**src/rtl/mul_pkg.sv**
```systemverilog
// Shared definitions for the multiply unit.
//   - FSM state encoding (IDLE/EXEC/DONE), kept as plain constants for
//     compatibility with existing decoders in the ALU datapath.
//   - Radix-4 Booth digit encoding and the window-to-digit decode.
//   - Iteration count helper: unsigned operands need one extra step to
//     consume the zero-extension bits.
package mul_pkg;

   localparam logic [1:0] IDLE = 2'b00;
   localparam logic [1:0] EXEC = 2'b01;
   localparam logic [1:0] DONE = 2'b10;

   typedef enum logic [2:0] {
      Zero = 3'd0,
      Pos1 = 3'd1,
      Pos2 = 3'd2,
      Neg1 = 3'd3,
      Neg2 = 3'd4
   } booth_digit_e;

   // Window is {b[2i+1], b[2i], b[2i-1]} of the extended multiplier.
   function automatic booth_digit_e booth_digit(input logic [2:0] window);
      booth_digit_e digit;
      unique case (window)
         3'b000, 3'b111: digit = Zero;
         3'b001, 3'b010: digit = Pos1;
         3'b011:         digit = Pos2;
         3'b100:         digit = Neg2;
         3'b101, 3'b110: digit = Neg1;
         default:        digit = Zero;
      endcase
      return digit;
   endfunction

   function automatic int unsigned iter_count(input int unsigned width, input logic is_signed);
      return is_signed ? (width / 2) : (width / 2 + 1);
   endfunction

endpackage

```
**src/rtl/booth_r4_encoder.sv**
```systemverilog
// Radix-4 Booth partial-product generator (purely combinational).
// Ports:
//   window : 3-bit multiplier window {b[2i+1], b[2i], b[2i-1]}
//   mcand  : multiplicand already extended to WIDTH+2 bits
//   pp     : signed partial product digit * mcand, WIDTH+2 bits
// The two guard bits make mcand[MSB] equal mcand[MSB-1] in both modes, so
// doubling by a 1-bit shift cannot lose information.
module booth_r4_encoder
   import mul_pkg::*;
#(
   parameter int unsigned WIDTH = 32
) (
   input  logic [2:0]       window,
   input  logic [WIDTH+1:0] mcand,
   output logic [WIDTH+1:0] pp
);

   booth_digit_e digit;

   assign digit = booth_digit(window);

   always_comb begin
      pp = '0;
      unique case (digit)
         Zero:    pp = '0;
         Pos1:    pp = mcand;
         Pos2:    pp = mcand << 1;
         Neg1:    pp = -mcand;
         Neg2:    pp = -(mcand << 1);
         default: pp = '0;
      endcase
   end

endmodule

```
**src/rtl/booth_r4_multiplier.sv**
```systemverilog
// Sequential radix-4 Booth multiplier, WIDTH x WIDTH -> 2*WIDTH.
// Ports:
//   clk          : rising-edge clock
//   reset        : asynchronous active-high reset
//   multiplier   : multiplier operand, sampled on the start edge
//   multiplicand : multiplicand operand, sampled on the start edge
//   op_signed    : 1 = two's-complement, 0 = unsigned; sampled on start
//   op_start     : level start request (only honoured in IDLE)
//   op_clear     : synchronous clear back to IDLE, beats op_start
//   op_busy      : high while executing
//   op_done      : high while the product is held
//   result       : product, nonzero only while op_done is high
// Two multiplier bits are retired per cycle: WIDTH/2 cycles signed,
// WIDTH/2+1 unsigned.
module booth_r4_multiplier
   import mul_pkg::*;
#(
   parameter int unsigned WIDTH = 32
) (
   input  logic               clk,
   input  logic               reset,
   input  logic [WIDTH-1:0]   multiplier,
   input  logic [WIDTH-1:0]   multiplicand,
   input  logic               op_signed,
   input  logic               op_start,
   input  logic               op_clear,
   output logic               op_busy,
   output logic               op_done,
   output logic [2*WIDTH-1:0] result
);

   localparam int unsigned EW = WIDTH + 2;
   localparam int unsigned AW = 2 * WIDTH + 2;
   localparam int unsigned CW = $clog2(WIDTH / 2 + 1);

   if ((WIDTH % 2) != 0 || WIDTH < 4) begin : g_width_check
      $error("booth_r4_multiplier: WIDTH must be even and >= 4");
   end

   logic [1:0]         state_q, state_d;
   logic [CW-1:0]      cnt_q, cnt_d;
   logic [EW-1:0]      mplr_q, mplr_d;
   logic               prev_q, prev_d;
   logic [EW-1:0]      mcand_q, mcand_d;
   logic               sgn_q, sgn_d;
   logic [AW-1:0]      acc_q, acc_d;
   logic [2*WIDTH-1:0] result_q, result_d;

   logic [EW-1:0]      mplr_ext, mcand_ext;
   logic [2:0]         window;
   logic [EW-1:0]      pp;
   logic [CW:0]        shamt;
   logic [AW-1:0]      pp_shifted;
   logic [AW-1:0]      acc_sum;
   logic [CW-1:0]      last_cnt;

   assign mplr_ext  = {{2{op_signed & multiplier[WIDTH-1]}}, multiplier};
   assign mcand_ext = {{2{op_signed & multiplicand[WIDTH-1]}}, multiplicand};

   // mplr_q is shifted right two bits per step, so the current window always
   // sits at the bottom; prev_q carries bit 2i-1 (zero on the first step).
   assign window = {mplr_q[1:0], prev_q};

   booth_r4_encoder #(
      .WIDTH(WIDTH)
   ) u_encoder (
      .window(window),
      .mcand (mcand_q),
      .pp    (pp)
   );

   assign shamt      = {cnt_q, 1'b0};
   assign pp_shifted = {{WIDTH{pp[EW-1]}}, pp} << shamt;
   assign acc_sum    = acc_q + pp_shifted;
   assign last_cnt   = CW'(iter_count(WIDTH, sgn_q) - 1);

   always_comb begin
      state_d  = state_q;
      cnt_d    = cnt_q;
      mplr_d   = mplr_q;
      prev_d   = prev_q;
      mcand_d  = mcand_q;
      sgn_d    = sgn_q;
      acc_d    = acc_q;
      result_d = result_q;

      if (op_clear) begin
         state_d  = IDLE;
         cnt_d    = '0;
         mplr_d   = '0;
         prev_d   = 1'b0;
         mcand_d  = '0;
         sgn_d    = 1'b0;
         acc_d    = '0;
         result_d = '0;
      end else begin
         unique case (state_q)
            IDLE: begin
               if (op_start) begin
                  state_d = EXEC;
                  cnt_d   = '0;
                  mplr_d  = mplr_ext;
                  prev_d  = 1'b0;
                  mcand_d = mcand_ext;
                  sgn_d   = op_signed;
                  acc_d   = '0;
               end
            end
            EXEC: begin
               acc_d  = acc_sum;
               mplr_d = {{2{mplr_q[EW-1]}}, mplr_q[EW-1:2]};
               prev_d = mplr_q[1];
               cnt_d  = cnt_q + CW'(1);
               if (cnt_q == last_cnt) begin
                  state_d  = DONE;
                  result_d = acc_sum[2*WIDTH-1:0];
               end
            end
            DONE: begin
               // Hold the product until op_clear.
            end
            default: begin
               state_d = IDLE;
            end
         endcase
      end
   end

   always_ff @(posedge clk or posedge reset) begin
      if (reset) begin
         state_q  <= IDLE;
         cnt_q    <= '0;
         mplr_q   <= '0;
         prev_q   <= 1'b0;
         mcand_q  <= '0;
         sgn_q    <= 1'b0;
         acc_q    <= '0;
         result_q <= '0;
      end else begin
         state_q  <= state_d;
         cnt_q    <= cnt_d;
         mplr_q   <= mplr_d;
         prev_q   <= prev_d;
         mcand_q  <= mcand_d;
         sgn_q    <= sgn_d;
         acc_q    <= acc_d;
         result_q <= result_d;
      end
   end

   assign op_busy = (state_q == EXEC);
   assign op_done = (state_q == DONE);
   assign result  = result_q;

endmodule
```
**config.mk**
```make
export PLATFORM = sky130hd
export DESIGN_NAME = booth_r4_multiplier
export DESIGN_NICKNAME = d
export VERILOG_FILES = /design/src/rtl/mul_pkg.sv /design/src/rtl/booth_r4_encoder.sv /design/src/rtl/booth_r4_multiplier.sv
export SDC_FILE = /design/constraint.sdc
export NUM_CORES = 1
export LEC_CHECK = 0
export CAP_MARGIN = 20
export CELL_PAD_IN_SITES_DETAIL_PLACEMENT = 1
export CELL_PAD_IN_SITES_GLOBAL_PLACEMENT = 1
export CORE_MARGIN = 2
export CORE_UTILIZATION = 40
export CTS_BUF_LIST = sky130_fd_sc_hd__clkbuf_8
export CTS_CLUSTER_DIAMETER = 150
export DETAILED_ROUTE_END_ITERATION = 10
export GPL_TIMING_DRIVEN = 0
export HOLD_SLACK_MARGIN = 0.08
export PLACE_DENSITY_LB_ADDON = 0.1
export SYNTH_ARGS = -nofsm -noshare
export SYNTH_HDL_FRONTEND = slang
export SYNTH_SLANG_ARGS = --single-unit
```
**constraint.sdc**
```tcl
create_clock -name clk -period 8.35 [get_ports clk]
set_input_delay 1.2525 -clock clk [delete_from_list [all_inputs] [get_ports clk]]
set_output_delay 1.2525 -clock clk [all_outputs]
set_load 0.01 [all_outputs]
```
## Word level (Yosys, flattened, before mapping)

Memories as Yosys holds them, arrays and structs flattened.
Cells that the tools add are included.

- Register bits after elaboration: 207
- Bits in read-only memories: 24
- Output and inout port bits: 66
- Word-level logic and storage cells: 67
- Memories: 1

Memories:

| memory | words | width | rd ports | clocked after memory_dff | wr ports | RTL line | source |
|---|---|---|---|---|---|---|---|
| (name not given) | 8 | 3 | 1 | 0 | 0 | mul_pkg.sv:24 | `unique case (window)` |

- Add/subtract/negate cells: 5
- Equality and inequality tests: 11
- Shift operators: 1
- Muxes and demuxes: 27
- Bitwise operators: 2
- Reductions and logical operators: 11

Operator list:

| cell | count |
|---|---|
| two-way mux 64 bit | 3 |
| two-way mux 34 bit | 5 |
| case mux 34 bit (4 select lines) | 1 |
| two-way mux 66 bit | 2 |
| case mux 66 bit (2 select lines) | 1 |
| negator 34 bit | 2 |
| case mux 34 bit (2 select lines) | 1 |
| adder 66 bit | 1 |
| << shifter 66 x 6 -> 66 bit | 1 |
| two-way mux 5 bit | 2 |
| case mux 5 bit (2 select lines) | 1 |
| nonzero test 2 bit | 4 |
| == test 3 x 2 -> 1 bit (second input constant) | 2 |
| two-way mux 1 bit | 6 |
| two-way mux 2 bit | 3 |
| case mux 2 bit (3 select lines) | 1 |
| AND reduction 2 bit | 3 |
| AND reduction 3 bit | 2 |
| adder 5 x 1 -> 5 bit (second input constant) | 1 |
| == test 5 bit | 1 |
| subtractor 5 x 1 -> 5 bit (second input constant) | 1 |
| != test 2 bit (second input constant) | 2 |
| == test 3 x 1 -> 1 bit (second input constant) | 1 |
| == test 3 bit (second input constant) | 1 |
| other kinds (8) | 9 |

## Logic depth before layout (Yosys ltp)

Gate-level depths: netlist (run 1).
An unclocked memory read counts as a cell.

- Word-level depth: 8
- Depth in mapped cells: 28
- Gate-level depth less buffers: 25

## Hierarchy

From an unflattened synthesis (run 1), not the netlist that was laid out.

- Cell total of the unflattened synthesis: 1981
- Area, all modules: 15909.0 µm²

By module, submodules not included:

| module | times used | cells each | area an instance (µm²) | seq. area each (µm²) |
|---|---|---|---|---|
| booth_r4_multiplier | 1 | 1698 | 14092.3 | 5104.9 |
| booth_r4_encoder | 1 | 283 | 1816.7 | 0.0 |

## Worst setup path after synthesis (run 1)

No wires, ideal clock.

- Path type: reg2reg
- Start: reg mcand_q[2]
- End: reg acc_q[61]
- Library setup time: 0.121 ns
- Arrival time: 5.835 ns
- Setup slack: 2.394 ns
- Cell stages (with the launch flop): 27
- Path buffers: 4
- Clock period less this slack: 5.956 ns
- Cells stage by stage: dfrtp_1 buf_6 or4_1 buf_2 or4_4 buf_6 nor4_4 xnor2_1 a221o_1 mux2_4 mux4_2 nand2_1 o21ai_1 nor2b_1 ha_1 clkbuf_1 nand2_1 nor2_1 nand3_1 a2111oi_0 o211ai_1 a21oi_1 a31oi_1 o31ai_1 nor2_1 xnor2_1 a22o_1

- Cells in the longest elaborated chain, start to end: 6
- Elaborated cells between the ends (all ways): 7

RTL lines:

| item | RTL line | source |
|---|---|---|
| start, declared | booth_r4_multiplier.sv:44 | `logic [EW-1:0] mcand_q, mcand_d;` |
| start signal, assigned | booth_r4_multiplier.sv:144 | `mcand_q <= mcand_d;` |
| negator 34 bit, on equally long branches | booth_r4_encoder.sv:28, booth_r4_encoder.sv:29 |  |
| case mux 34 bit (4 select lines) * | booth_r4_encoder.sv:24 | `unique case (digit)` |
| << shifter 66 x 6 -> 66 bit * | booth_r4_multiplier.sv:73 | `assign pp_shifted = {{WIDTH{pp[EW-1]}}, pp} << shamt;` |
| adder 66 bit * | booth_r4_multiplier.sv:74 | `assign acc_sum = acc_q + pp_shifted;` |
| case mux 66 bit (2 select lines) * | booth_r4_multiplier.sv:97 | `unique case (state_q)` |
| two-way mux 66 bit * | booth_r4_multiplier.sv:87 | `if (op_clear) begin` |
| end signal, assigned | booth_r4_multiplier.sv:137 | `acc_q <= '0;` |
| end signal, assigned | booth_r4_multiplier.sv:146 | `acc_q <= acc_d;` |
| end, declared | booth_r4_multiplier.sv:46 | `logic [AW-1:0] acc_q, acc_d;` |

Every way passes the cells marked *; elsewhere a longest branch is shown, timed or not.
A chain may end at the register's enable or synchronous reset.

## Worst setup path after layout (run 1)

- Start: reg mcand_q[4]
- End: reg acc_q[60]

The elaborated chain is that of the path after synthesis.

==> results.ini, run 1 <==
[routing]
drc=0
postRouteWirelength_mm=62.97
vias=16260
drtIter0Drc=1176
drt.antenna.violating_nets=0
via_per_inst=6.008
drt_first_pass_iters=8
detail_route.wl_per_cell_um=23.26

[yosys]
syn_avg_cell_area_um2=8.000
syn-instance-count=1985
yosys-top-cells-area=dfrtp_1 (32%), a21oi_1 (6.6%), nor2_1 (6.2%)
yosysTopAreaCellShare=0.3215
yosysWarnings=0
synth_ff_type=dfrtp_1
synthMostInstantiatedCell=nor2_1
synth_enable_flop_cells=0
synth_commonest_cells=nor2_1 (261), nand2_1 (231), a21oi_1 (208), dfrtp_1 (204), clkbuf_1 (141)
ys_seq_area_frac=0.3215
synth.distinct_cells=91
synth_fp_nets=2128
netlist_area_um2=15880
synth-seq-cells=204
ys_async_sr_fraction=1.000
synth_area_leader_cell=dfrtp_1

[sta]
fin_crit_sh=0.9616
setup_viol=0
final.min_clock_period_ns=8.029
finalMaxSlewViolations=0
setup_ws_ns=0.3209
fin_worst_skew_ns=0.03770
rsz0062_at_grt=no
hold_viol=0
hold_ws_ns=0.4871
worst_slew_pin_slew_ns=1.140
fmax_ghz=0.1245
relSlewSlack=0.2304

[critical_path]
path_buf_inv=3
path_cells=clkbuf_1, or4_1, buf_2, nor4_2, nand2_1, a21o_1, a221oi_1, a22oi_1, mux2_2, nor2_1, a21oi_1, a21oi_1, nor2_1, ha_1, clkbuf_1, and3_1, nand3_1, or4_1, o211ai_1, nand2_1, o211ai_1, a31oi_1, mux2i_1, a221o_1
slowest_stage=nor4_2
max_stage_delay_ns=0.90
cp_data_arrival_time_ns=8.51
end_kind=register
start_kind=register
critical_path.top_delay_family=simple AND/OR/NAND/NOR gates
crit_fanout=9
path_class=register to register
cp_data_required_time_ns=8.84

[global_routing]
grt_pass1_wl_mm=98.80
antenna_found_initial=1
gr-usage-met3=0.05944
grt_util_met2=0.4790
grt_pass1_vias=16700
top_usage_layer=met2
grt_use_total=0.3075
overflow=0
grt_use_met1=0.4367
grt_max_degree=84

[layout]
finalNetCount=2307
seq_area_um2=5105
fillers=4764
drive_gt1_frac=0.06033
multi_input_area_um2=9976
final_area_um2=18710
area_delta_synth_final_pct=17.84
utilization=0.4808

[floorplanning]
fp.dieArea_um2=41310
die_w_um=203.3
boundaryPins=135
fp-row-count=72
core_um2=38920
die_h_um=203.3
start_util=0.4081

[pwr]
max-vdd-ir-drop_v=0.0001131
clkPwrFrac=0.325
power.net_switching_mw=1.165
p_int_mw=1.910
p_seq_frac=0.346
power_density_nw_per_um2=164.3
leakagePower_nw=8.391
sw_frac_of_total=0.3789
combinationalPowerShare=0.329
total_power_mw=3.075

[placement]
hpwlAfterDp_mm=48.87
dp_slack_ns=0.3682
gp_congestion=0.9413
io_buffers=132
place_area_um2=17940

[clock_tree]
cts.path.max_buffers=3
cts_buffers=39
clock-sinks=204
cts_tree=done
clockRootBuffer=clkbuf_8
holdBufCountCts=0
cts_post_setup_buffers_inserted=0
clkTransAtPathRegs_ns=0.06
insertion_delay_ns=0.61
htree_levels=2
cts.repair.resized=0

[job]
cap_violations=0

[outcome]
status=complete, no violations

[hold_path]
hold_class=register to register

-- sequential cells by signal (all words and copies together) (netlist names) --
name	cells
cnt_q	5
result	64
mcand_q	33
prev_q	1
state_q	2
mplr_q	34
acc_q	64
sgn_q	1
-- final cells by class --
type,count,share of cell area
diodes,1,0.0001337
plain buffers,166,0.03651
repair buffers,138,0.07522
multi-input cells,1580,0.5331
well taps,518,0.03464
flip-flops and latches,204,0.2728
clock buffers,47,0.03457
clock inverters,18,0.005616
inverters,35,0.007422
-- power by group through the flow --
| stage | Combinational, mW | Clock, mW | Sequential, mW |
|---|---|---|---|
| after global routing | 1.10 | 1.07 | 1.07 |
| after detailed placement | 0.986 | 0 | 1.08 |
| final | 1.01 | 0.999 | 1.06 |
| after global placement | 0.961 | 0 | 1.08 |
| after floorplan | 0.665 | 0 | 1.07 |
| after CTS | 0.992 | 1.03 | 1.06 |
-- path summary, 6_finish.rpt --
kind	startpoint	endpoint	slack [ns]	depth (start not counted)
max in group asynchronous	reset	result[50]$_DFFE_PP0P_	6.54	3
min reg2reg	acc_q[12]$_DFFE_PP0P_	acc_q[12]$_DFFE_PP0P_	0.49	2
min	acc_q[12]$_DFFE_PP0P_	acc_q[12]$_DFFE_PP0P_	0.49	2
max	mcand_q[4]$_DFFE_PP0P_	acc_q[60]$_DFFE_PP0P_	0.32	24
min in group asynchronous	reset	acc_q[38]$_DFFE_PP0P_	1.06	2
max reg2reg	mcand_q[4]$_DFFE_PP0P_	acc_q[60]$_DFFE_PP0P_	0.32	24
-- layout by cell type, fill, tap and decap left out, types with 14 or more instances in the layout --
| cell type | count |
|---|---|
| nor2_1 | 261 |
| dfrtp_1 | 204 |
| nand2b_1 | 14 |
| nand2_1 | 231 |
| nand3_1 | 34 |
| mux2i_1 | 38 |
| xnor2_1 | 54 |
| a21oi_1 | 207 |
| nor2b_1 | 47 |
| mux2_2 | 18 |
| nor3_1 | 57 |
| clkdlybuf4s50_1 | 132 |
| inv_1 | 44 |
| a211oi_1 | 19 |
| a22oi_1 | 18 |
| nor4_1 | 19 |
| o22ai_1 | 15 |
| xor2_1 | 25 |
| a31oi_1 | 17 |
| a22o_1 | 90 |
| o21ai_0 | 81 |
| ha_1 | 73 |
| clkbuf_1 | 141 |
| a21o_1 | 34 |
| clkbuf_8 | 47 |
| a221o_1 | 15 |
-- layer usage --
layer  share of wire  up-vias
li1                -     7542
met1            0.48     8214
met2            0.44      424
met3           0.060       83
met4           0.020        0
met5               0        -
-- through the flow --
step | TNS, ns | std cells
finish | 0 | 2707
global route | 0 | 2706
CTS | 0 | 2706
detailed placement | 0 | 2641
global placement | -325.79 | 2635
floorplan | 0 | 1985
-- logic make-up after synthesis --
kind of cell / count (synthesis) / synth area share
mux: 63 / 0.04562
xor+xnor: 80 / 0.04460
fa+ha+maj: 74 / 0.05878
simple gates: 747 / 0.2162
flops: 204 / 0.3215
compound gates: 616 / 0.2621
buf+inv: 201 / 0.05129
-- tightest hold or removal path, stage by stage, from the launching register on --
cell and delay, ns:
dfrtp_1 0.34, nand2_1 0.05, nand2_1 0.06
Note: power is estimated with default switching activity, not from simulation.
==> run 2, diff against run 1 <==
--- a/config.mk
+++ b/config.mk
@@ -10,7 +10,7 @@
 export CELL_PAD_IN_SITES_GLOBAL_PLACEMENT = 1
 export CORE_MARGIN = 2
 export CORE_UTILIZATION = 40
-export CTS_BUF_LIST = sky130_fd_sc_hd__clkbuf_8
+export CTS_BUF_LIST = sky130_fd_sc_hd__clkbuf_16
 export CTS_CLUSTER_DIAMETER = 150
 export DETAILED_ROUTE_END_ITERATION = 10
 export GPL_TIMING_DRIVEN = 0
==> constraint.sdc (replaced) <==
create_clock -name clk -period 8.5 [get_ports clk]
set_input_delay 1.275 -clock clk [delete_from_list [all_inputs] [get_ports clk]]
set_output_delay 1.275 -clock clk [all_outputs]
set_load 0.01 [all_outputs]
==> run 2 against run 1 <==
Effect of this change:
- register-to-register slack improved by 0.06 ns
- sequential share of layout area fell by 0.13 points
- sequential cell count did not move
- clock power rose by 12%
- largest cell class unchanged
==> results.ini, run 2 (synthesis gave the netlist of run 1 again) <==
[critical_path]
start_kind=register
r2r_start=mcand_q[6]$_DFFE_PP0P_
path_cells=clkbuf_1, or4_1, nor3_1, nand2_1, a21o_1, a221oi_1, a22oi_1, mux2_2, nor2_1, a21oi_1, a21oi_1, nor2_1, ha_1, clkbuf_1, and3_1, nand3_1, or4_1, o211ai_1, nand2_1, o211ai_1, a31oi_1, mux2i_1, a221o_1
max_stage_delay_ns=0.94
rr_worst_depth=23
r2r_end=acc_q[60]$_DFFE_PP0P_
r2r_setup_slack_ns=0.38
cp_data_required_time_ns=8.96
cp_data_arrival_time_ns=8.58
end_kind=register
critical_path.top_delay_family=simple AND/OR/NAND/NOR gates
path_class=register to register
path_depth=23
crit_fanout=10
slowest_stage=nor3_1
path_buf_inv=2

[sta]
final.setup.tns_ns=0
hold_viol=0
rsz0062_at_grt=no
final.min_clock_period_ns=8.116
relSlewSlack=0.2341
setup_viol=0
finalMaxSlewViolations=0
fin_worst_skew_ns=0.01731
fin_crit_sh=0.9548
setup_ws_ns=0.3841
worst_slew_pin_slew_ns=1.134
fmax_ghz=0.1232

[pwr]
leakagePower_nw=8.393
power_density_nw_per_um2=168.2
max-vdd-ir-drop_v=0.0001442

[placement]
gp_congestion=0.9413
io_buffers=132
hpwlAfterDp_mm=48.87
dp_slack_ns=0.5182

[floorplanning]
core_um2=38920
die_w_um=203.3
fp.dieArea_um2=41310
fp-row-count=72
die_h_um=203.3
boundaryPins=135
start_util=0.4081

[outcome]
status=complete, no violations

[routing]
vias=16280
detail_route.wl_per_cell_um=23.52
dr.max_layer_used=met5
wl_met1_mm=29.38
postRouteWirelength_mm=63.27
drc=0
drt.antenna.violating_nets=0
drt_first_pass_iters=5
wl_met2_mm=28.34
wl_met3_mm=4.253
via_per_inst=6.051
drtIter0Drc=1250

[clock_tree]
cts_post_setup_buffers_inserted=0
cts.path.max_buffers=3
htree_levels=1
clockRootBuffer=clkbuf_16
cts_tree=done
clkTransAtPathRegs_ns=0.06
insertion_delay_ns=0.58
clock-sinks=204
cts_buffers=26

[global_routing]
grt_pass1_vias=16740
antenna_found_initial=2
grt_use_total=0.3078
overflow=0
grt_pass1_wl_mm=99.49
grt_max_degree=84

[layout]
final_common_cell=nor2_1
finalNetCount=2294
layout_common_cells=nor2_1 (261), nand2_1 (231), a21oi_1 (207), dfrtp_1 (204), clkbuf_1 (141)
area_delta_synth_final_pct=18.41
drive_gt1_frac=0.05297

[hold_path]
hold_end=acc_q[12]$_DFFE_PP0P_
hold_start=acc_q[12]$_DFFE_PP0P_
hold_class=register to register
whs_path_depth=2

[job]
cap_violations=0

run 2: power breakdown:
part / internal (mW) / switching, mW / total (mW)
clock: 0.648 / 0.474 / 1.12
sequential: 1.01 / 0.0330 / 1.05
combinational: 0.335 / 0.659 / 0.994
total: 2.00 / 1.17 / 3.16
run 2: area by class of cell:
type | count | area [µm²]
diodes | 1 | 2.502
plain buffers | 166 | 683.2
clock buffers | 26 | 650.6
clock inverters | 22 | 202.7
fillers | 4726 | 20110
inverters | 35 | 138.9
multi-input cells | 1580 | 9965
flip-flops and latches | 204 | 5105
well taps | 518 | 648.1
repair buffers | 138 | 1408
run 2: worst max-delay path by stage:
stage / from / endpoint / slack [ns]
global route: mcand_q[6]$_DFFE_PP0P_ / acc_q[60]$_DFFE_PP0P_ / 0.13
floorplan: reset / acc_q[0]$_DFFE_PP0P_ / 1.66
CTS: mcand_q[4]$_DFFE_PP0P_ / acc_q[63]$_DFFE_PP0P_ / 0.48
detailed placement: mcand_q[0]$_DFFE_PP0P_ / result[63]$_DFFE_PP0P_ / 0.52
global placement: reset / mplr_q[26]$_DFFE_PP0P_ / -1.48
finish: mcand_q[6]$_DFFE_PP0P_ / acc_q[60]$_DFFE_PP0P_ / 0.38
run 2: worst min-delay path, cell delays in order, from the launching register on:
cell     delay [ns]
dfrtp_1        0.35
nand2_1        0.05
nand2_1        0.06
run 2: timing repair:
item | CTS | global route
gates resized for setup | 0 | 1
hold buffers | 0 | 0
setup endpoints to repair | 0 | 4
endpoints found under the hold margin | 0 | 0
run 2: per-layer routing:
metal | vias up | GRT usage
met5 | - | 0
met4 | 2 | 0.06595
met3 | 86 | 0.06152
met2 | 490 | 0.4839
met1 | 8183 | 0.4373
li1 | 7517 | -
run 2: metrics by stage:
stage	hold slack [ns]	instance area, µm²	util	std cells	total power [mW]
6_report	0.4871	18800	0.4832	2690	3.163
3_3_place_gp	0.4653	17850	0.4587	2635	2.005
3_5_place_dp	0.4794	17940	0.4611	2641	2.030
2_1_floorplan	0.4524	15880	-	1985	1.705
4_1_cts	0.4935	18800	0.4830	2689	3.164
5_1_grt	0.5247	18800	0.4831	2689	3.321
==> run 3, diff against run 2 <==
--- a/config.mk
+++ b/config.mk
@@ -19,3 +19,4 @@
 export SYNTH_ARGS = -nofsm -noshare
 export SYNTH_HDL_FRONTEND = slang
 export SYNTH_SLANG_ARGS = --single-unit
+export TNS_END_PERCENT = 100
==> results of run 3 <==
Same layout as run 2: the final DEF is identical, and so are final timing and power.
